<file path="src/rtl/pc_predict_unit.sv">
// Fetch-stage program counter with a direct-mapped BTB and 2-bit saturating counters.
// Next PC is chosen from reset, execute redirect, stall hold, BTB prediction or sequential increment.
module pc_predict_unit #(
  parameter int               WIDTH        = 32,
  parameter int               BTB_DEPTH    = 16,
  parameter logic [WIDTH-1:0] RESET_VECTOR = '0,
  parameter int               INCREMENT    = 4
) (
  input  logic             clk,
  input  logic             rst,
  input  logic             stall,
  input  logic             redirect,
  input  logic [WIDTH-1:0] redirect_pc,
  input  logic             upd_valid,
  input  logic [WIDTH-1:0] upd_pc,
  input  logic [WIDTH-1:0] upd_target,
  input  logic             upd_taken,
  output logic [WIDTH-1:0] PC,
  output logic             pred_taken,
  output logic [WIDTH-1:0] pred_target
);

  localparam int IDX   = $clog2(BTB_DEPTH);
  localparam int TAG_W = WIDTH - 2 - IDX;

  typedef struct packed {
    logic             valid;
    logic [TAG_W-1:0] tag;
    logic [WIDTH-1:0] target;
    logic [1:0]       ctr;
  } btb_entry_t;

  btb_entry_t       r_btb [BTB_DEPTH];
  logic [WIDTH-1:0] r_pc;

  logic [IDX-1:0]   w_lk_idx;
  logic [TAG_W-1:0] w_lk_tag;
  btb_entry_t       w_lk;
  logic             w_lk_hit;

  logic [IDX-1:0]   w_up_idx;
  logic [TAG_W-1:0] w_up_tag;
  btb_entry_t       w_up;
  logic             w_up_hit;
  logic [1:0]       w_ctr_inc;
  logic [1:0]       w_ctr_dec;

  logic [WIDTH-1:0] w_pc_next;
  logic             w_unused;

  // Lookup on the current fetch PC; reads pre-update contents, no write bypass.
  assign w_lk_idx    = r_pc[2 +: IDX];
  assign w_lk_tag    = r_pc[WIDTH-1 -: TAG_W];
  assign w_lk        = r_btb[w_lk_idx];
  assign w_lk_hit    = w_lk.valid && (w_lk.tag == w_lk_tag);
  assign pred_taken  = w_lk_hit && w_lk.ctr[1];
  assign pred_target = pred_taken ? w_lk.target : '0;
  assign PC          = r_pc;

  assign w_up_idx  = upd_pc[2 +: IDX];
  assign w_up_tag  = upd_pc[WIDTH-1 -: TAG_W];
  assign w_up      = r_btb[w_up_idx];
  assign w_up_hit  = w_up.valid && (w_up.tag == w_up_tag);
  assign w_ctr_inc = (w_up.ctr == 2'b11) ? 2'b11 : w_up.ctr + 2'd1;
  assign w_ctr_dec = (w_up.ctr == 2'b00) ? 2'b00 : w_up.ctr - 2'd1;

  // Byte-offset bits of the resolved PC never select an entry.
  assign w_unused = ^upd_pc[1:0];

  // NOTE: the default is assigned first so every path drives w_pc_next and no latch is inferred.
  always_comb begin
    w_pc_next = r_pc + WIDTH'(INCREMENT);
    if (redirect)        w_pc_next = redirect_pc;
    else if (stall)      w_pc_next = r_pc;
    else if (pred_taken) w_pc_next = pred_target;
  end

  // NOTE: sequential state uses non-blocking assignments so all flops sample pre-edge values together.
  always_ff @(posedge clk) begin
    if (rst) r_pc <= RESET_VECTOR;
    else     r_pc <= w_pc_next;
  end

  // NOTE: the BTB is built from flops and cleared on reset, because predictions must be off right after reset.
  always_ff @(posedge clk) begin
    if (rst) begin
      for (int i = 0; i < BTB_DEPTH; i++) r_btb[i] <= '0;
    end else if (upd_valid) begin
      if (w_up_hit) begin
        r_btb[w_up_idx].ctr <= upd_taken ? w_ctr_inc : w_ctr_dec;
        if (upd_taken) r_btb[w_up_idx].target <= upd_target;
      end else if (upd_taken) begin
        r_btb[w_up_idx] <= '{valid: 1'b1, tag: w_up_tag, target: upd_target, ctr: 2'b10};
      end
    end
  end

endmodule
</file>
<file path="config.mk">
export PLATFORM = sky130hd
export DESIGN_NAME = pc_predict_unit
export DESIGN_NICKNAME = d
export VERILOG_FILES = /design/src/rtl/pc_predict_unit.sv
export SDC_FILE = /design/constraint.sdc
export NUM_CORES = 2
export LEC_CHECK = 0
export CAP_MARGIN = 25
export CORE_UTILIZATION = 39
export DETAILED_ROUTE_END_ITERATION = 12
export PLACE_DENSITY = 0.59
export SLEW_MARGIN = 25
export SYNTH_ARGS = -nofsm -noshare
export SYNTH_HDL_FRONTEND = slang
export SYNTH_SLANG_ARGS = --single-unit
</file>
<file path="constraint.sdc">
create_clock -name clk -period 16.15 [get_ports clk]
set_clock_uncertainty 0.15 [all_clocks]
set_input_delay 3.23 -clock clk [delete_from_list [all_inputs] [get_ports clk]]
set_output_delay 3.23 -clock clk [all_outputs]
set_load 0.02 [all_outputs]
</file>
==> impl_metrics.tcl <==
set metrics [dict create \
    synth.distinct_cells 71 \
    ios 167 \
    p_total_mw 6.29 \
    finalNonFillerCells 5346 \
    synth_top_cell_area_share 0.564 \
    worst_slack_ns 5.64 \
    grt_pass1_wl_um 242000 \
    holdBufCountCts 0 \
    fin_crit_sh 0.651 \
    async_flop_share 0 \
    place_area_um2 54700 \
    core_um2 130000 \
    period_needed_ns 10.51 \
    post-place-ws_ns 6.42 \
    die_x_um 364 \
    seq_area_um2 29900 \
    nFillCells 11500 \
    crit_path_start_kind "flip-flop" \
    fmax_ghz 0.0951 \
    cts_root_buf "clkbuf_16" \
    areaGrowthSynthToFinish_pct 13.8 \
    yosysTopAreaCell "edfxtp_1" \
    port_buffers 164 \
    crit_arrival_ns 7.13 \
    rsz0062_at_grt "no" \
    relSlewSlack 0.245 \
    p_leak_nw 19.5 \
    synth-seq-cells 1012 \
    detail-route-antenna-nets 0 \
    routedWlPerCell_um 32.3 \
    hold_start "r_btb[7][60]" \
    viasPerCell 6.02 \
    initial_core_util 0.394 \
    groute.usage.overall 0.261 \
    dp.cells 5140 \
    final_area_um2 58100 \
    die_area_um2 132000 \
    power.density_nw_per_um2 108 \
    maxCapViolCount 0 \
    cts_resized 0 \
    drtPass1Iterations 8 \
    gp_congestion 0.853 \
    htree_levels 3 \
    clk_pin_slew_ns 0.06 \
    grt_pass1_vias 31500 \
    ys_seq_area_frac 0.585 \
    drive_gt1_frac 0.206 \
    criticalPathCategory "flip-flop to output pin" \
    synth.avg_cell_area_um2 14.8 \
    cts_max_path_buffers 3 \
    drc 0 \
    outcome "complete, no violations" \
    maxSlewViolCount 0 \
    drt_wl_total_um 173000 \
    numCtsBuffers 106 \
    clkLatencyLatePin_ns 0.75 \
    yosys_warnings 0 \
    required_ns 12.77 \
    fin_nets 3609 \
    hold_viol_final 0 \
    syn_inst 3460 \
    die_h_um 364 \
    synthFlopType "edfxtp_1" \
    rrSetupSlack_ns 10.03 \
    end_kind "output pin" \
    multi_input_area_um2 20200 \
    hpwl_um 97200 \
    synth_edf_count 960 \
    synth_common_cells "edfxtp_1, and2_1, mux4_2" \
    setup_viol 0 \
    num_rows 132 \
    synth_fp_nets 3563 \
    hold_class "flip-flop to flip-flop" \
    vdd_drop_max_uv 98.8 \
    clock_sinks 1012 \
    vias 32200 \
    yosysMostFrequentCell "edfxtp_1" \
    cts_tree "done" \
    ys_top_cells_by_area "edfxtp_1, mux4_2, and2_1, dfxtp_1, mux2i_1" \
    worst_pin_slew_ns 1.13 \
    grt_max_degree 90 \
    grt_antenna_before_repair 18 \
    post_cts_buffers 0 \
    setup-tns-final_ns 0 \
    drt_iter0_markers 4939 \
    overflow 0 \
    synth_area_um2 51100 \
    worstPathMaxFanout 50 \
]
## cell usage in the layout, fill, tap and decap left out, types with 35 or more instances in the layout
| cell | count |
|---|---|
| and2_1 | 898 |
| buf_4 | 102 |
| clkbuf_16 | 107 |
| clkdlybuf4s50_1 | 159 |
| dfxtp_1 | 48 |
| edfxtp_1 | 960 |
| mux2i_1 | 102 |
| mux4_2 | 382 |
| nand2_1 | 74 |
| nand3_1 | 35 |
| nor2_1 | 58 |
| nor2b_1 | 38 |
| nor4_1 | 46 |
| xnor2_1 | 37 |
## critical path: stages, from the launching register on
cell and delay (ns):
dfxtp_4 0.79, buf_4 0.65, mux4_2 0.60, nor4b_1 0.16, a2111o_1 0.39, nor3_1 0.61, nand3_1 0.16, nor3b_1 0.86
nand3_4 0.77, nor2b_1 0.62, clkdlybuf4s50_1 0.70
## registers in the layout, summed over array words and instances (netlist names), named ones only
| register | flops |
|---|---|
| r_btb | 976 |
| PC | 32 |
## logic make-up (layout without fill, tap and decap cells)
family                   after synthesis  count (layout)  share of synthesized area
AO/OA/AOI/OAI                        208             208                     0.0298
XOR/XNOR                              62              62                     0.0106
adder cells (fa/ha/maj)                1               1                   0.000245
buffers and inverters                346             485                     0.0280
flip-flops                          1012            1012                      0.585
multiplexers                         501             501                      0.192
other                                  0               5                          0
AND/OR/NAND/NOR                     1330            1330                      0.155
## path summary, 6_finish.rpt
check,endpoint,cells past startpoint
setup / recovery,pred_target[3],10
hold / removal,r_btb[7][60],1
setup reg to reg,flip-flop,10
hold reg to reg,r_btb[7][60],1
## where the power goes
group          internal (mW)  total (mW)  switching (mW)
clock network           1.34        2.44            1.10
logic                  0.318       0.766           0.448
registers               3.01        3.09          0.0816
## routing by layer
layer | vias up | routed length (um) | global-route usage
li1 | 13200 | - | -
met1 | 16800 | 69400 | 0.363
met2 | 1801 | 78800 | 0.402
met3 | 329 | 18300 | 0.0598
met4 | 11 | 6150 | 0.0884
met5 | - | 95 | 0
## cell type report
cell class	instances	area share
Sequential cell	1012	0.514
Clock inverter	60	0.00988
Antenna cell	5	0.000215
Timing Repair Buffer	266	0.0416
Clock buffer	141	0.0488
Multi-Input combinational cell	2102	0.347
Tap cell	1742	0.0375
Inverter	18	0.00116
## per-stage QoR
stage	utilization	hold slack, ns
after CTS	0.448	0.329
after global placement	0.421	0.307
after global routing	0.448	0.349
after floorplan	-	0.293
after detailed placement	0.422	0.314
final	0.448	0.332
Note: power is estimated with default switching activity, not from simulation.
